$ cat src/rtl/hazard_scoreboard.sv
// Hazard scoreboard: tracks in-flight producers with a decrementing Tnew and derives the
// ID stall, the ID-stage bypass selects and the mult/div busy interlock.
module hazard_scoreboard #(
  parameter int unsigned NUM_STAGES = 3,
  parameter int unsigned REG_AW     = 5,
  parameter int unsigned TNEW_W     = 2,
  parameter int unsigned MD_LATENCY = 5,
  parameter int unsigned SEL_W      = $clog2(NUM_STAGES + 1)
) (
  input  logic              clk,
  input  logic              reset,
  input  logic [REG_AW-1:0] id_rs,
  input  logic [REG_AW-1:0] id_rt,
  input  logic [TNEW_W-1:0] id_tuse_rs,
  input  logic [TNEW_W-1:0] id_tuse_rt,
  input  logic [REG_AW-1:0] id_dst,
  input  logic              id_wr_en,
  input  logic [TNEW_W-1:0] id_tnew,
  input  logic              id_md_start,
  input  logic              id_md_use,
  output logic              stall,
  output logic [SEL_W-1:0]  fwd_rs_sel,
  output logic [SEL_W-1:0]  fwd_rt_sel,
  output logic              md_busy
);

  logic [NUM_STAGES-1:0] valid_q, valid_d;
  logic [REG_AW-1:0]     dst_q  [NUM_STAGES];
  logic [REG_AW-1:0]     dst_d  [NUM_STAGES];
  logic [TNEW_W-1:0]     tnew_q [NUM_STAGES];
  logic [TNEW_W-1:0]     tnew_d [NUM_STAGES];
  logic [7:0]            md_cnt_q, md_cnt_d;

  logic              rs_hit, rt_hit;
  logic [TNEW_W-1:0] rs_tnew, rt_tnew;
  logic [SEL_W-1:0]  rs_sel, rt_sel;
  logic              rs_stall, rt_stall;

  // Youngest (lowest stage) valid match wins; older matches are shadowed.
  always_comb begin
    rs_hit  = 1'b0;
    rs_tnew = '0;
    rs_sel  = '0;
    rt_hit  = 1'b0;
    rt_tnew = '0;
    rt_sel  = '0;
    for (int k = 0; k < NUM_STAGES; k++) begin
      if (!rs_hit && valid_q[k] && (id_rs != '0) && (dst_q[k] == id_rs)) begin
        rs_hit  = 1'b1;
        rs_tnew = tnew_q[k];
        rs_sel  = SEL_W'(k + 1);
      end
      if (!rt_hit && valid_q[k] && (id_rt != '0) && (dst_q[k] == id_rt)) begin
        rt_hit  = 1'b1;
        rt_tnew = tnew_q[k];
        rt_sel  = SEL_W'(k + 1);
      end
    end
  end

  always_comb begin
    rs_stall   = rs_hit && (id_tuse_rs != '1) && (rs_tnew > id_tuse_rs);
    rt_stall   = rt_hit && (id_tuse_rt != '1) && (rt_tnew > id_tuse_rt);
    md_busy    = (md_cnt_q != 8'd0);
    stall      = rs_stall | rt_stall | (id_md_use & md_busy);
    fwd_rs_sel = (rs_hit && (rs_tnew == '0)) ? rs_sel : '0;
    fwd_rt_sel = (rt_hit && (rt_tnew == '0)) ? rt_sel : '0;
  end

  always_comb begin
    valid_d    = '0;
    valid_d[0] = !stall && id_wr_en && (id_dst != '0);
    dst_d[0]   = id_dst;
    tnew_d[0]  = id_tnew;
    for (int k = 1; k < NUM_STAGES; k++) begin
      valid_d[k] = valid_q[k-1];
      dst_d[k]   = dst_q[k-1];
      tnew_d[k]  = (tnew_q[k-1] == '0) ? '0 : tnew_q[k-1] - TNEW_W'(1);
    end

    if (id_md_start && !stall) begin
      md_cnt_d = 8'(MD_LATENCY);
    end else if (md_cnt_q != 8'd0) begin
      md_cnt_d = md_cnt_q - 8'd1;
    end else begin
      md_cnt_d = md_cnt_q;
    end
  end

  always_ff @(posedge clk) begin
    if (reset) begin
      valid_q  <= '0;
      md_cnt_q <= 8'd0;
      for (int k = 0; k < NUM_STAGES; k++) begin
        dst_q[k]  <= '0;
        tnew_q[k] <= '0;
      end
    end else begin
      valid_q  <= valid_d;
      md_cnt_q <= md_cnt_d;
      dst_q    <= dst_d;
      tnew_q   <= tnew_d;
    end
  end

endmodule

$ cat config.mk
export PLATFORM = sky130hd
export DESIGN_NAME = hazard_scoreboard
export DESIGN_NICKNAME = d
export VERILOG_FILES = /design/src/rtl/hazard_scoreboard.sv
export SDC_FILE = /design/constraint.sdc
export NUM_CORES = 1
export LEC_CHECK = 0
export CAP_MARGIN = 10
export CORE_MARGIN = 4
export CORE_UTILIZATION = 50
export DETAILED_ROUTE_END_ITERATION = 7
export DONT_BUFFER_PORTS = 1
export SETUP_SLACK_MARGIN = 0.4
export SLEW_MARGIN = 20
export SYNTH_ARGS = -nofsm -noshare
export SYNTH_HDL_FRONTEND = slang
export SYNTH_SLANG_ARGS = --single-unit
$ cat constraint.sdc
create_clock -name clk -period 12.17 [get_ports clk]
set_input_delay 3.0425 -clock clk [delete_from_list [all_inputs] [get_ports clk]]
set_output_delay 3.0425 -clock clk [all_outputs]
set_load 0.02 [all_outputs]
==> results.sh <==
export IMPL_synth_distinct_cells=38
export IMPL_status="completed"
export IMPL_hold_violations=0
export IMPL_path_buf_inv=0
export IMPL_crit_fanout=4
export IMPL_fin_setup_tns_ps=0
export IMPL_syn2layout_area_growth_pct=6.99
export IMPL_start_util_pct=53.1
export IMPL_grt_max_degree=33
export IMPL_slew_viol_final=0
export IMPL_grt_pass1_wl_um=5890
export IMPL_worstMarginPinSlew_ps=909
export IMPL_die_w_um=68.4
export IMPL_io_pin_count=32
export IMPL_hold_class="flip-flop to flip-flop"
export IMPL_syn_inst=189
export IMPL_diodes=0
export IMPL_final_common_cell="dfxtp_1"
export IMPL_path_cells="or4_4 -> nor2_4 -> nor3_1 -> nor2b_1 -> a221oi_1 -> a21oi_1 -> ha_1 -> a21oi_1 -> a221oi_1 -> o31ai_2 -> nand3_1"
export IMPL_grt_ovfl_total=0
export IMPL_cts_inserted_buffers=5
export IMPL_cts_setup_buffers=0
export IMPL_tritoncts_num_sinks=32
export IMPL_power_density_nw_per_um2=172
export IMPL_clk_latency_ps=280
export IMPL_cts_max_path_buffers=2
export IMPL_final_core_util_pct=56.8
export IMPL_crit_slowest_cell="or4_4"
export IMPL_cts_tree="yes"
export IMPL_port_buffers=0
export IMPL_setup_worst_path_end_class="primary output"
export IMPL_dp_hpwl_um=2910
export IMPL_drtAntennaViolNets=0
export IMPL_wirelength_um=3720
export IMPL_die_h_um=68.4
export IMPL_detail_route_iter0_violations=52
export IMPL_cts_htree_levels=2
export IMPL_syn_mean_instance_area_um2=9.67
export IMPL_cts_root_buf="clkbuf_8"
export IMPL_p_leak_uw=0.000664
export IMPL_gp_congestion=0.923
export IMPL_ir_worst_vdd_mv=0.155
export IMPL_nNetsFinal=225
export IMPL_ys_ff_latch=32
export IMPL_min_period_over_period_pct=69.6
export IMPL_cts_resized_gates=0
export IMPL_coreArea_um2=3440
export IMPL_start_kind="input pin"
export IMPL_synthArstFlopShare_pct=0
export IMPL_setup_viol=0
export IMPL_ys_flop_type="dfxtp_1"
export IMPL_syn_cell_area_um2=1830
export IMPL_die_area_um2=4680
export IMPL_dr_pass1_iters=4
export IMPL_grtUsageTotal_pct=17.8
export IMPL_synth_seq_area_share_pct=35.1
export IMPL_via_count=1296
export IMPL_routedWlPerCell_um=15.6
export IMPL_viasPerCell=5.42
export IMPL_fillers=309
export IMPL_yosysWarnings=0
export IMPL_fin_area_um2=1950
export IMPL_cp_top_family="simple AND/OR/NAND/NOR gates"
export IMPL_slew_headroom_pct=38.8
export IMPL_clk_pin_slew_ps=70
export IMPL_synth_edf_count=0
export IMPL_clock_fmax_ghz=0.118
export IMPL_grt_pass1_vias=1254
export IMPL_postCtsHoldBufs=0
export IMPL_arrival_ps=5430
export IMPL_drive_above_1_share_pct=13.0
export IMPL_syn_nets=222
export IMPL_drc_errors=0
export IMPL_rsz0062_at_grt="no"
export IMPL_worstSetupPathType="input pin to primary output"
export IMPL_dpl_cell_area_um2=1860
export IMPL_finalClockSkew_ps=3.95
export IMPL_antenna_found_initial=0
export IMPL_rows=21
export IMPL_cap_violations=0
export IMPL_slowest_delay_ps=530
export IMPL_critPathRequiredTime_ps=9130
export IMPL_mostFrequentLayoutCells="32 x dfxtp_1, 26 x xnor2_1, 20 x nor2b_1"
export IMPL_min_period_ps=8470
## final cells by class
cell class / count / area, um^2 / area share (%)
clock inverters: 3 / 23.8 / 1.22
multi-input cells: 140 / 1110 / 57.0
inverters: 13 / 48.8 / 2.50
flip-flops and latches: 32 / 641 / 32.8
well taps: 46 / 57.6 / 2.94
clock buffers: 5 / 68.8 / 3.52
## per-stage QoR
step	worst slack (ps)	total power [uW]	instances	hold WS, ps
2_1_floorplan	3920	241	189	400
3_3_place_gp	3800	252	231	402
3_5_place_dp	3700	255	231	425
4_1_cts	3680	340	239	435
5_1_grt	3480	359	239	465
6_report	3700	335	239	431
## registers in the layout, summed over array words and instances (netlist names)
register and cells:
dst_q 5, md_cnt_q 8, dst_d 10, valid_q 3
tnew_q 6
## cells by family after synthesis
family	after synthesis	synth area share, %
AO/OA/AOI/OAI	20	9.79
AND/OR/NAND/NOR	76	28.5
buffers and inverters	17	3.90
multiplexers	2	1.16
XOR/XNOR	35	16.8
adder cells (fa/ha/maj)	7	4.79
flip-flops	32	35.1
## cells in the mapped netlist, types with 2 or more instances
library cell / number / share of area [%]
a21oi_1: 7 / 1.9
a221oi_1: 3 / 1.4
a22oi_1: 2 / 0.82
clkbuf_1: 3 / 0.62
dfxtp_1: 32 / 35
ha_1: 7 / 4.8
inv_1: 13 / 2.7
nand2_1: 9 / 1.8
nand3_1: 3 / 0.82
nand4_1: 6 / 2.1
nor2_1: 6 / 1.2
nor2_4: 2 / 1.2
nor2b_1: 20 / 6.8
nor3_1: 10 / 2.7
nor4_1: 4 / 1.4
nor4_2: 2 / 1.4
nor4_4: 3 / 3.5
o21ba_2: 2 / 1.1
o31ai_2: 2 / 1.4
or4_4: 2 / 1.2
xnor2_1: 26 / 12
xor2_1: 9 / 4.3
## path summary, 6_finish.rpt
check / from / end / slack, ps / cells past startpoint
max: id_rs[1] / stall / 3700 / 11
min reg2reg: tnew_q[4] / tnew_q[2] / 430 / 1
min: tnew_q[4] / tnew_q[2] / 430 / 1
max reg2reg: dst_d[2] / md_cnt_q[1] / 8950 / 11
## routing by layer
layer  share of wire [%]  GRT usage, %  vias to the layer above  wire [um]
li1                    -             -                      667          -
met1                  47          23.1                      593       1770
met2                  45          25.6                       30       1660
met3                 6.4          6.40                        6        237
met4                 1.5          9.18                        0         57
met5                   0             0                        -          0
## power by group
part	leakage, uW	internal (uW)	switching [uW]
Combinational	0.000361	51.5	63.7
Sequential	0.000263	121	17.1
Clock	0.0000404	40.4	41.1
No activity file was read; power rests on OpenSTA's default activity.
